## src/rtl/if_prefetch_queue.sv

```systemverilog
// Instruction-fetch stage: a single-outstanding IM requester feeding a DEPTH-entry prefetch FIFO toward ID.
// Optional macro IF_PERF_CNT_EN adds the perf_fetch_cnt / perf_flush_cnt counters.
module if_prefetch_queue #(
  parameter int              XLEN     = 32,
  parameter int              DEPTH    = 4,
  parameter logic [XLEN-1:0] RESET_PC = '0
) (
  input  logic            clk,
  input  logic            rst_n,
  input  logic            exe_redirect,
  input  logic [XLEN-1:0] exe_redirect_addr,
  input  logic            id_stall,
  input  logic            mem_stall,
  output logic            im_req,
  output logic [XLEN-1:0] im_addr,
  input  logic            im_ready,
  input  logic            im_rvalid,
  input  logic [XLEN-1:0] im_rdata,
  output logic            if_valid,
  output logic [XLEN-1:0] if_pc,
  output logic [XLEN-1:0] if_inst,
  output logic [1:0]      dbg_state
`ifdef IF_PERF_CNT_EN
  ,
  output logic [31:0]     perf_fetch_cnt,
  output logic [31:0]     perf_flush_cnt
`endif
);

  localparam int              AW          = $clog2(DEPTH);
  localparam logic [XLEN-1:0] ALIGN_MASK  = ~XLEN'(3);
  localparam logic [XLEN-1:0] RESET_PC_AL = RESET_PC & ALIGN_MASK;

  // Request handshake: a request transfers in the cycle im_req && im_ready; once raised, im_req and
  // im_addr hold until that cycle. Exactly one im_rvalid follows each transferred request.
  typedef enum logic [1:0] {
    S_IDLE = 2'd0,
    S_WAIT = 2'd1,
    S_DROP = 2'd2
  } state_t;

  state_t          state_q, state_d;
  logic [XLEN-1:0] pc_q;
  logic [XLEN-1:0] req_pc_q;
  logic            pend_q;
  logic [XLEN-1:0] pend_addr_q;
  logic            stale_q;
  logic [AW-1:0]   wr_ptr, rd_ptr;
  logic [AW:0]     count;
  logic [XLEN-1:0] pc_mem   [DEPTH];
  logic [XLEN-1:0] inst_mem [DEPTH];

  logic has_space;
  logic not_empty;
  logic accept;
  logic push;
  logic pop;

  assign has_space = count < (AW+1)'(DEPTH);
  assign not_empty = count != '0;
  assign im_req    = rst_n && (state_q == S_IDLE) && (pend_q || has_space);
  assign im_addr   = pend_q ? pend_addr_q : pc_q;
  assign accept    = im_req && im_ready;
  assign push      = (state_q == S_WAIT) && im_rvalid && !exe_redirect;
  assign if_valid  = not_empty && !exe_redirect;
  assign pop       = if_valid && !id_stall && !mem_stall;
  assign if_pc     = not_empty ? pc_mem[rd_ptr]   : '0;
  assign if_inst   = not_empty ? inst_mem[rd_ptr] : '0;
  assign dbg_state = state_q;

  always_comb begin
    state_d = state_q;
    unique case (state_q)
      S_IDLE: if (accept) state_d = (stale_q || exe_redirect) ? S_DROP : S_WAIT;
      // A response landing in the redirect cycle is already discarded, so no DROP is needed.
      S_WAIT: begin
        if (exe_redirect)   state_d = im_rvalid ? S_IDLE : S_DROP;
        else if (im_rvalid) state_d = S_IDLE;
      end
      S_DROP: if (im_rvalid) state_d = S_IDLE;
      default: state_d = S_IDLE;
    endcase
  end

  always_ff @(posedge clk or negedge rst_n) begin
    if (!rst_n) begin
      state_q     <= S_IDLE;
      pc_q        <= RESET_PC_AL;
      req_pc_q    <= '0;
      pend_q      <= 1'b0;
      pend_addr_q <= '0;
      stale_q     <= 1'b0;
    end else begin
      state_q <= state_d;
      if (exe_redirect)          pc_q <= exe_redirect_addr & ALIGN_MASK;
      else if (accept && !stale_q) pc_q <= pc_q + XLEN'(4);
      if (accept) req_pc_q <= im_addr;
      pend_q <= im_req && !im_ready;
      if (im_req && !im_ready) pend_addr_q <= im_addr;
      // A redirect under a held request poisons it; its eventual transfer goes to DROP.
      if (accept)                      stale_q <= 1'b0;
      else if (exe_redirect && im_req) stale_q <= 1'b1;
    end
  end

  always_ff @(posedge clk or negedge rst_n) begin
    if (!rst_n) begin
      wr_ptr <= '0;
      rd_ptr <= '0;
      count  <= '0;
    end else if (exe_redirect) begin
      wr_ptr <= '0;
      rd_ptr <= '0;
      count  <= '0;
    end else begin
      if (push) wr_ptr <= wr_ptr + AW'(1);
      if (pop)  rd_ptr <= rd_ptr + AW'(1);
      count <= count + (AW+1)'(push) - (AW+1)'(pop);
    end
  end

  always_ff @(posedge clk) begin
    if (push) begin
      pc_mem[wr_ptr]   <= req_pc_q;
      inst_mem[wr_ptr] <= im_rdata;
    end
  end

`ifdef IF_PERF_CNT_EN
  always_ff @(posedge clk or negedge rst_n) begin
    if (!rst_n) begin
      perf_fetch_cnt <= '0;
      perf_flush_cnt <= '0;
    end else begin
      if (push)         perf_fetch_cnt <= perf_fetch_cnt + 32'd1;
      if (exe_redirect) perf_flush_cnt <= perf_flush_cnt + 32'd1;
    end
  end
`endif

endmodule

```

## config.mk

```make
export PLATFORM = sky130hd
export DESIGN_NAME = if_prefetch_queue
export DESIGN_NICKNAME = d
export VERILOG_FILES = /design/src/rtl/if_prefetch_queue.sv
export SDC_FILE = /design/constraint.sdc
export NUM_CORES = 1
export LEC_CHECK = 0
export BUFFER_PORTS_ARGS = -buffer_cell sky130_fd_sc_hd__buf_4
export CAP_MARGIN = 20
export CORE_MARGIN = 10
export CORE_UTILIZATION = 58
export CTS_BUF_LIST = sky130_fd_sc_hd__clkbuf_8 sky130_fd_sc_hd__clkbuf_16
export CTS_CLUSTER_SIZE = 20
export DETAILED_ROUTE_END_ITERATION = 7
export PLACE_DENSITY_LB_ADDON = 0.05
export REMOVE_ABC_BUFFERS = 1
export SYNTH_ARGS = -nofsm -noshare
export SYNTH_HDL_FRONTEND = slang
export SYNTH_SLANG_ARGS = --single-unit
export TNS_END_PERCENT = 30
```

## constraint.sdc

```tcl
create_clock -name clk -period 3.75 [get_ports clk]
set_input_delay 0.5625 -clock clk [delete_from_list [all_inputs] [get_ports clk]]
set_output_delay 0.5625 -clock clk [all_outputs]
set_load 0.01 [all_outputs]
```

; ---- Word-level counts from Yosys, hierarchy flattened
; Memories as Yosys holds them, arrays and structs flattened.
; Cells that the tools add are included.
[word_totals]
ff_bits = 107
n_memories = 2
output_inout_bits = 100
ramBits = 256
[op_classes]
n_reduce_logical = 24
n_lt_le_gt_ge = 1
eq_ne = 3
addsub = 5
muxes = 20
[memory_table]
columns = name, depth, word_bits, rd, rd_clocked_by_memory_dff, write_ports, line_no
row1 = inst_mem, 4, 32, 1, 0, 1, 51  ; logic [XLEN-1:0] inst_mem [DEPTH];
row2 = pc_mem, 4, 32, 1, 0, 1, 50  ; logic [XLEN-1:0] pc_mem [DEPTH];
[op_table]
columns = op, n
row1 = 32-bit two-way mux, 5
row2 = 32-bit by 3-bit adder with 32-bit output (second input constant), 1
row3 = 2-bit two-way mux, 9
row4 = 1-bit logical AND, 11
row5 = 2-bit nonzero test, 4
row6 = 2-bit one-hot mux with 3 select lines, 1
row7 = 1-bit logical NOT, 5
row8 = 2-bit by 1-bit adder with 2-bit output (second input constant), 2
row9 = 1-bit two-way mux, 4
row10 = 3-bit by 1-bit adder with 3-bit output, 1
row11 = 3-bit less-than comparator (second input constant), 1
row12 = 3-bit two-way mux, 1
row13 = 3-bit nonzero test, 1
row14 = 3-bit by 1-bit subtractor with 3-bit output, 1
row15 = 2-bit by 1-bit equality test with 1-bit output (second input constant), 1
row16 = 2-bit equality test (second input constant), 1
row17 = 2-bit logical NOT, 1
row18 = 1-bit logical OR, 2
row19 = 2-bit inequality test (second input constant), 1

; ---- Longest topological paths before layout
; Gate-level depths: netlist (run 1).
[depth]
depth_word = 7
depth_mapped = 10
mapped_depth_nobuf = 10

; ---- Worst setup path before layout (run 1)
; OpenSTA, ideal clock, no wires.
[synth_path]
path_type = input-to-reg
startpoint = input im_rvalid
endpoint = memory inst_mem[0][0], enable pin
slack_ns = 0.881
path_stages = 3
setup_time_ns = 0.429
path_buffers = 0
t_arrival_ns = 2.440
path_cell_list = nand2_1 > nor3_1 > and2_1
[synth_between]
elab_chain_len = 4
[synth_lines]
columns = element, line_no
row1 = from (decl), 17  ; input logic im_rvalid,
row2 = 1-bit logical AND (2 in a row), 64  ; assign push = (state_q == S_WAIT) && im_rvalid && !exe_redirect;
row3 = 1-bit two-way mux, 123  ; if (push) begin
row4 = 1-bit two-way mux (not written as such), 125  ; inst_mem[wr_ptr] <= im_rdata;
row5 = to (decl), 51
; No other way between the ends.

; ---- Worst setup path after layout (run 1)
[layout_path]
startpoint = register rd_ptr[0]
endpoint = output if_inst[21]
[layout_between]
elab_chain_len = 2
[layout_lines]
columns = element, line_no
row1 = from (decl), 48  ; logic [AW-1:0] wr_ptr, rd_ptr;
row2 = from (signal assigned), 117  ; if (pop) rd_ptr <= rd_ptr + AW'(1);
row3 = memory 4 x 32 bit, -
row4 = 32-bit two-way mux, 68  ; assign if_inst = not_empty ? inst_mem[rd_ptr] : '0;
row5 = to (decl), 21  ; output logic [XLEN-1:0] if_inst,
; No other way between the ends.

==> out/results.ini, run 1 <==
[cells_and_area]
nFillCells=1751
multi_input_area_um2=4000
drive_above_1_share_pct=28.4
area_growth_pct=20.1
seq_area_um2=10300
num_antenna_cells=0
nets=1190

[timing]
fin_ws_ps=665
finalSetupViolations=0
holdWs_ps=162
fin_crit_sh_pct=82.3
skew_ps=12.2
fmax_mhz=324
worst_pin_slew_ps=812
period_needed_ps=3080
hold_violations=0
relSlewSlack_pct=45.9
drv_slew=0
rsz0062_at_grt=no

[clock_network]
clk_pin_slew_ps=60
root_buffer=clkbuf_16
insertion_delay_ps=510
cts_hold_buf=0
cts_sinks=361
clk_path_buf_depth=3
cts_setup_buffers=0
tritoncts=done
cts_resized=0
htreeDepth=2
cts_buffers=37

[floorplanning]
die_h_um=179
dieArea_um2=32000
io_pins=171
core_um2=25000
num_rows=58
die-width_um=179
start_util_pct=58.5

[yosys]
ys.flop_type=edfxtp_1
ys_seq_elements=361
async_reset_ff_share_pct=29.1
synth_edf_count=256
syn_avg_cell_area_um2=15.6
syn_area_um2=14700
synth_area_leaders=edfxtp_1 52%, dfrtp_1 18%, mux4_2 9.8%
netlist_instances=937
yosys.area.top_type=edfxtp_1
synth_top_area_share_pct=52.5
yosysSeqAreaShare_pct=70.4
synth_common_cells=256 x edfxtp_1, 105 x dfrtp_1, 71 x nand2_1, 66 x nor2b_1, 64 x mux4_2
synth_most_common_cell=edfxtp_1
ys_types=41
yosys_warnings=0

[critical_path]
crit_path_end=if_inst[21]
critPathLaunchType=flip-flop
r2r-start=dbg_state[1]
crit_required_ps=3190
rr_worst_depth=7
path_class=reg -> out
cp_max_fo=27
r2r_end=pend_addr_q[28]
regToRegSetupSlack_ps=1230
arrival_ps=2520
critPathCaptureType=output pin
critPathLaunch=rd_ptr[0]

[global_routing]
grt_max_degree=70
grt_antenna_before_repair=0
grtUsageTotal_pct=19.6
grt_pass1_vias=8519
grt-ovfl-total=0
grt_pass1_wl_mm=48.5

[flow_run]
drv_cap=0

[pwr]
p_leak_nw=6.56
clkPwrFrac_pct=36.1
p_switching_mw=2.48
powerDensity_nw_per_um2=569
power_frac_seq_pct=51.4
combinationalPowerShare_pct=12.4
cell_internal_pwr_mw=7.53
p_sw_share_pct=24.8
power_mw=10.0
peakVddDrop_uv=416

[route]
top_layer=met4
avgViaCountPerCell=5.57
dr.pass1.iters=5
wl_per_cell_um=21.1
wl_met2_mm=14.9
wl_met3_mm=1.74
wl_met1_mm=14.0
initialDrtViolationCount=607
drc=0
postRouteAntennaNets=0
wirelength_mm=31.1
routed-via-count=8184

[placement]
place_ws_ps=945
portBuffers=168
routabilityCongestion=0.781
hpwl_mm=19.3

[min_path]
holdCritPathClass=in -> async

[outcome]
status=finished clean

[worst min-delay path by stage]
stage	endpoint	cells past startpoint	slack, ps
floorplan	count[0]	0	270
global placement	pend_addr_q[1]	1	480
detailed placement	pend_addr_q[1]	1	500
CTS	req_pc_q[10]	2	180
global route	req_pc_q[7]	2	200
finish	req_pc_q[10]	2	160
[critical path, cell delays in order, from the launching register on]
cell	delay, ps
dfrtp_4	820
buf_12	290
mux4_2	530
nor2b_1	160
buf_4	170
[power groups by stage]
stage	logic [mW]	registers (mW)	clock network (mW)
after floorplan	0.701	5.15	0
after global placement	1.24	5.19	0
after detailed placement	1.27	5.23	0
after CTS	1.28	5.15	3.69
after global routing	1.40	5.21	3.85
final	1.25	5.15	3.62
[area by class of cell]
class / instances / share of cell area [%]
multi-input combinational: 482 / 22.7
timing repair buffer: 186 / 8.43
sequential: 361 / 58.7
clock inverter: 25 / 1.08
inverter: 43 / 0.917
clock buffer: 43 / 5.86
tap: 330 / 2.35
[state kept, by name (all words and copies together), names as in the netlist, 2 cells and up]
register and cells:
pc_q 30, wr_ptr 2, req_pc_q 32, dbg_state 2
pc_mem 128, rd_ptr 2, count 3, inst_mem 128
pend_addr_q 32
[cell families (layout without fill, tap and decap cells)]
logic type | Yosys count | count (layout) | synth area share, %
simple gates | 245 | 245 | 8.73
fa+ha+maj | 8 | 8 | 0.734
compound gates | 97 | 97 | 3.40
flops | 361 | 361 | 70.4
buf+inv | 94 | 297 | 2.54
mux | 99 | 99 | 12.3
xor+xnor | 33 | 33 | 1.97
[through the flow]
step | util (%) | std cells | instance area, µm² | setup TNS, ps
after global placement | 65.4 | 1402 | 16400 | 0
after floorplan | - | 886 | 14400 | -78810
after detailed placement | 65.4 | 1402 | 16400 | 0
final | 70.3 | 1470 | 17600 | 0
after global routing | 70.3 | 1470 | 17600 | 0
after CTS | 70.3 | 1470 | 17600 | 0
[per-layer routing]
metal,up-vias,global-route usage [%]
met5,-,0
met4,0,4.31
met1,4143,27.4
li1,3799,-
met2,208,31.5
met3,34,3.98
[cell usage in the layout (no fill, tap or decap), types with 2 or more instances in the layout]
master,n
buf_12,7
and2_4,4
or2_2,2
nor4_1,18
clkinv_2,3
o21ai_0,59
and3_1,4
nand2_1,71
or3_1,2
ha_1,7
buf_4,179
nand3_1,6
mux2i_1,32
nand2b_1,2
bufinv_16,3
inv_6,2
nor2_1,42
clkbuf_8,4
dfrtp_4,2
nand4_1,6
inv_1,52
nor3_1,5
clkbuf_16,39
clkinv_1,7
o31a_1,3
and2_1,4
edfxtp_1,256
xnor2_1,26
mux2_2,3
mux4_2,64
dfrtp_1,102
and3_2,2
nor2b_1,66
xor2_1,7
a21oi_1,33
Note: power is estimated with default switching activity, not from simulation.
==> run 2: changes to the inputs <==
- clock period: 3.75 -> 2.9 ns (I/O delays scaled with it)
==> out/results.ini, run 2 (same netlist as run 1, synthesis figures left out) <==
[outcome]
status=finished clean  ; unchanged

[min_path]
holdCritPathClass=in -> async  ; unchanged

[critical_path]
path_class=reg -> out  ; unchanged
critPathLaunchType=flip-flop  ; unchanged
cp_max_fo=11  ; was 27
crit_required_ps=2470  ; was 3190 ps
critPathCaptureType=output pin  ; unchanged
arrival_ps=2200  ; was 2520 ps

[global_routing]
grt_max_degree=67  ; was 70
grtUsageTotal_pct=19.6  ; about the same
grt-ovfl-total=0  ; unchanged
grt_pass1_wl_mm=48.4  ; was 48.5 mm
grt_pass1_vias=8724  ; was 8519
grt_antenna_before_repair=0  ; unchanged

[cells_and_area]
reg_top3=inst_mem x128, pc_mem x128  ; unchanged
area_growth_pct=20.7  ; was 20.1%
drive_above_1_share_pct=29.4  ; was 28.4%
nets=1208  ; was 1190
stdcell_area_um2=17700  ; was 17600 µm²
num_antenna_cells=0  ; unchanged
final_cell_mix=256 x edfxtp_1, 193 x buf_4, 102 x dfrtp_1, 71 x nand2_1, 66 x nor2b_1  ; was 256 x edfxtp_1, 179 x buf_4, 102 x dfrtp_1, 71 x nand2_1, 66 x nor2b_1
final_common_cell=edfxtp_1  ; unchanged
nFillCells=1695  ; was 1751

[route]
wirelength_mm=30.7  ; was 31.1 mm
wl_per_cell_um=20.7  ; was 21.1 µm
dr.pass1.iters=4  ; was 5
postRouteAntennaNets=0  ; unchanged
routed-via-count=8216  ; was 8184
avgViaCountPerCell=5.54  ; was 5.57
initialDrtViolationCount=635  ; was 607
drc=0  ; unchanged

[clock_network]
cts_buffers=37  ; unchanged
clk_pin_slew_ps=60  ; about the same
insertion_delay_ps=510  ; about the same
root_buffer=clkbuf_16  ; unchanged
htreeDepth=2  ; unchanged
cts_sinks=361  ; unchanged
clk_path_buf_depth=3  ; unchanged
tritoncts=done  ; unchanged
cts_hold_buf=0  ; unchanged

[floorplanning]
num_rows=58  ; unchanged
die_h_um=179  ; unchanged
start_util_pct=58.5  ; unchanged
die-width_um=179  ; unchanged
core_um2=25000  ; unchanged
dieArea_um2=32000  ; unchanged
io_pins=171  ; unchanged

[placement]
portBuffers=168  ; unchanged
place_ws_ps=547  ; was 945 ps
place_area_um2=16500  ; was 16400 µm²
hpwl_mm=19.7  ; was 19.3 mm
routabilityCongestion=0.779  ; was 0.781

[flow_run]
drv_cap=0  ; unchanged

[timing]
worst_pin_slew_ps=827  ; was 812 ps
fin_crit_sh_pct=91.0
fmax_mhz=379
finalSetupViolations=0  ; unchanged
hold_violations=0  ; unchanged
relSlewSlack_pct=44.9  ; was 45.9%
fin_ws_ps=260  ; was 665 ps
period_needed_ps=2640
drv_slew=0  ; unchanged
rsz0062_at_grt=no  ; unchanged
holdWs_ps=126  ; was 162 ps
skew_ps=18.0  ; was 12.2 ps

[pwr]
powerDensity_nw_per_um2=718  ; was 569 nW/µm²
p_leak_nw=6.63  ; was 6.56 nW
power_mw=12.7  ; was 10.0 mW
peakVddDrop_uv=585  ; was 416 µV

## run 2: critical path, cell delays in order, from the launching register on
cell and delay [ps]:
dfrtp_4 570, buf_4 250, mux4_2 510, nor2b_1 180, buf_4 170
## run 2: stage by stage
step	instances	util, %	setup TNS (ps)
2_1_floorplan	886	-	-160460
3_3_place_gp	1413	66.0	0
3_5_place_dp	1413	66.0	0
4_1_cts	1477	70.5	0
5_1_grt	1484	70.7	0
6_report	1484	70.7	0
## run 2: cell type report
| cell class | count | area, µm² | share of cell area, % |
|---|---|---|---|
| tap | 330 | 413 | 2.33 |
| inverter | 43 | 161 | 0.912 |
| timing repair buffer | 204 | 1670 | 9.43 |
| sequential | 361 | 10300 | 58.3 |
| multi-input combinational | 482 | 4000 | 22.6 |
| clock buffer | 40 | 967 | 5.47 |
| clock inverter | 24 | 163 | 0.919 |
## run 2: routing by layer
metal	up-vias	track usage (%)	share of wire, %
met2	236	30.2	48
met5	-	0	0
li1	3835	-	-
met1	4095	27.7	44
met4	0	5.27	2.0
met3	50	4.44	6.1
## run 2: what timing repair did
item	CTS	global route
resized for setup	0	0
setup buffers	0	7
setup endpoints to repair	0	10
## run 2: final timing paths
path,start,to,slack [ps],cells after the start
max reg2reg,dbg_state[1],pc_q[31],540,6
max,rd_ptr[0],if_pc[17],260,4
min in group clk,im_rdata[14],inst_mem[3][14],130,1
max in group asynchronous,rst_n,rd_ptr[1],1610,3
min reg2reg,pend_addr_q[0],pend_addr_q[0],500,1
min,rst_n,req_pc_q[7],130,2
## run 2: power breakdown
| part | switching [mW] | total (mW) | internal [mW] |
|---|---|---|---|
| combinational | 0.904 | 1.64 | 0.737 |
| sequential | 0.424 | 6.65 | 6.22 |
| clock | 1.84 | 4.41 | 2.57 |
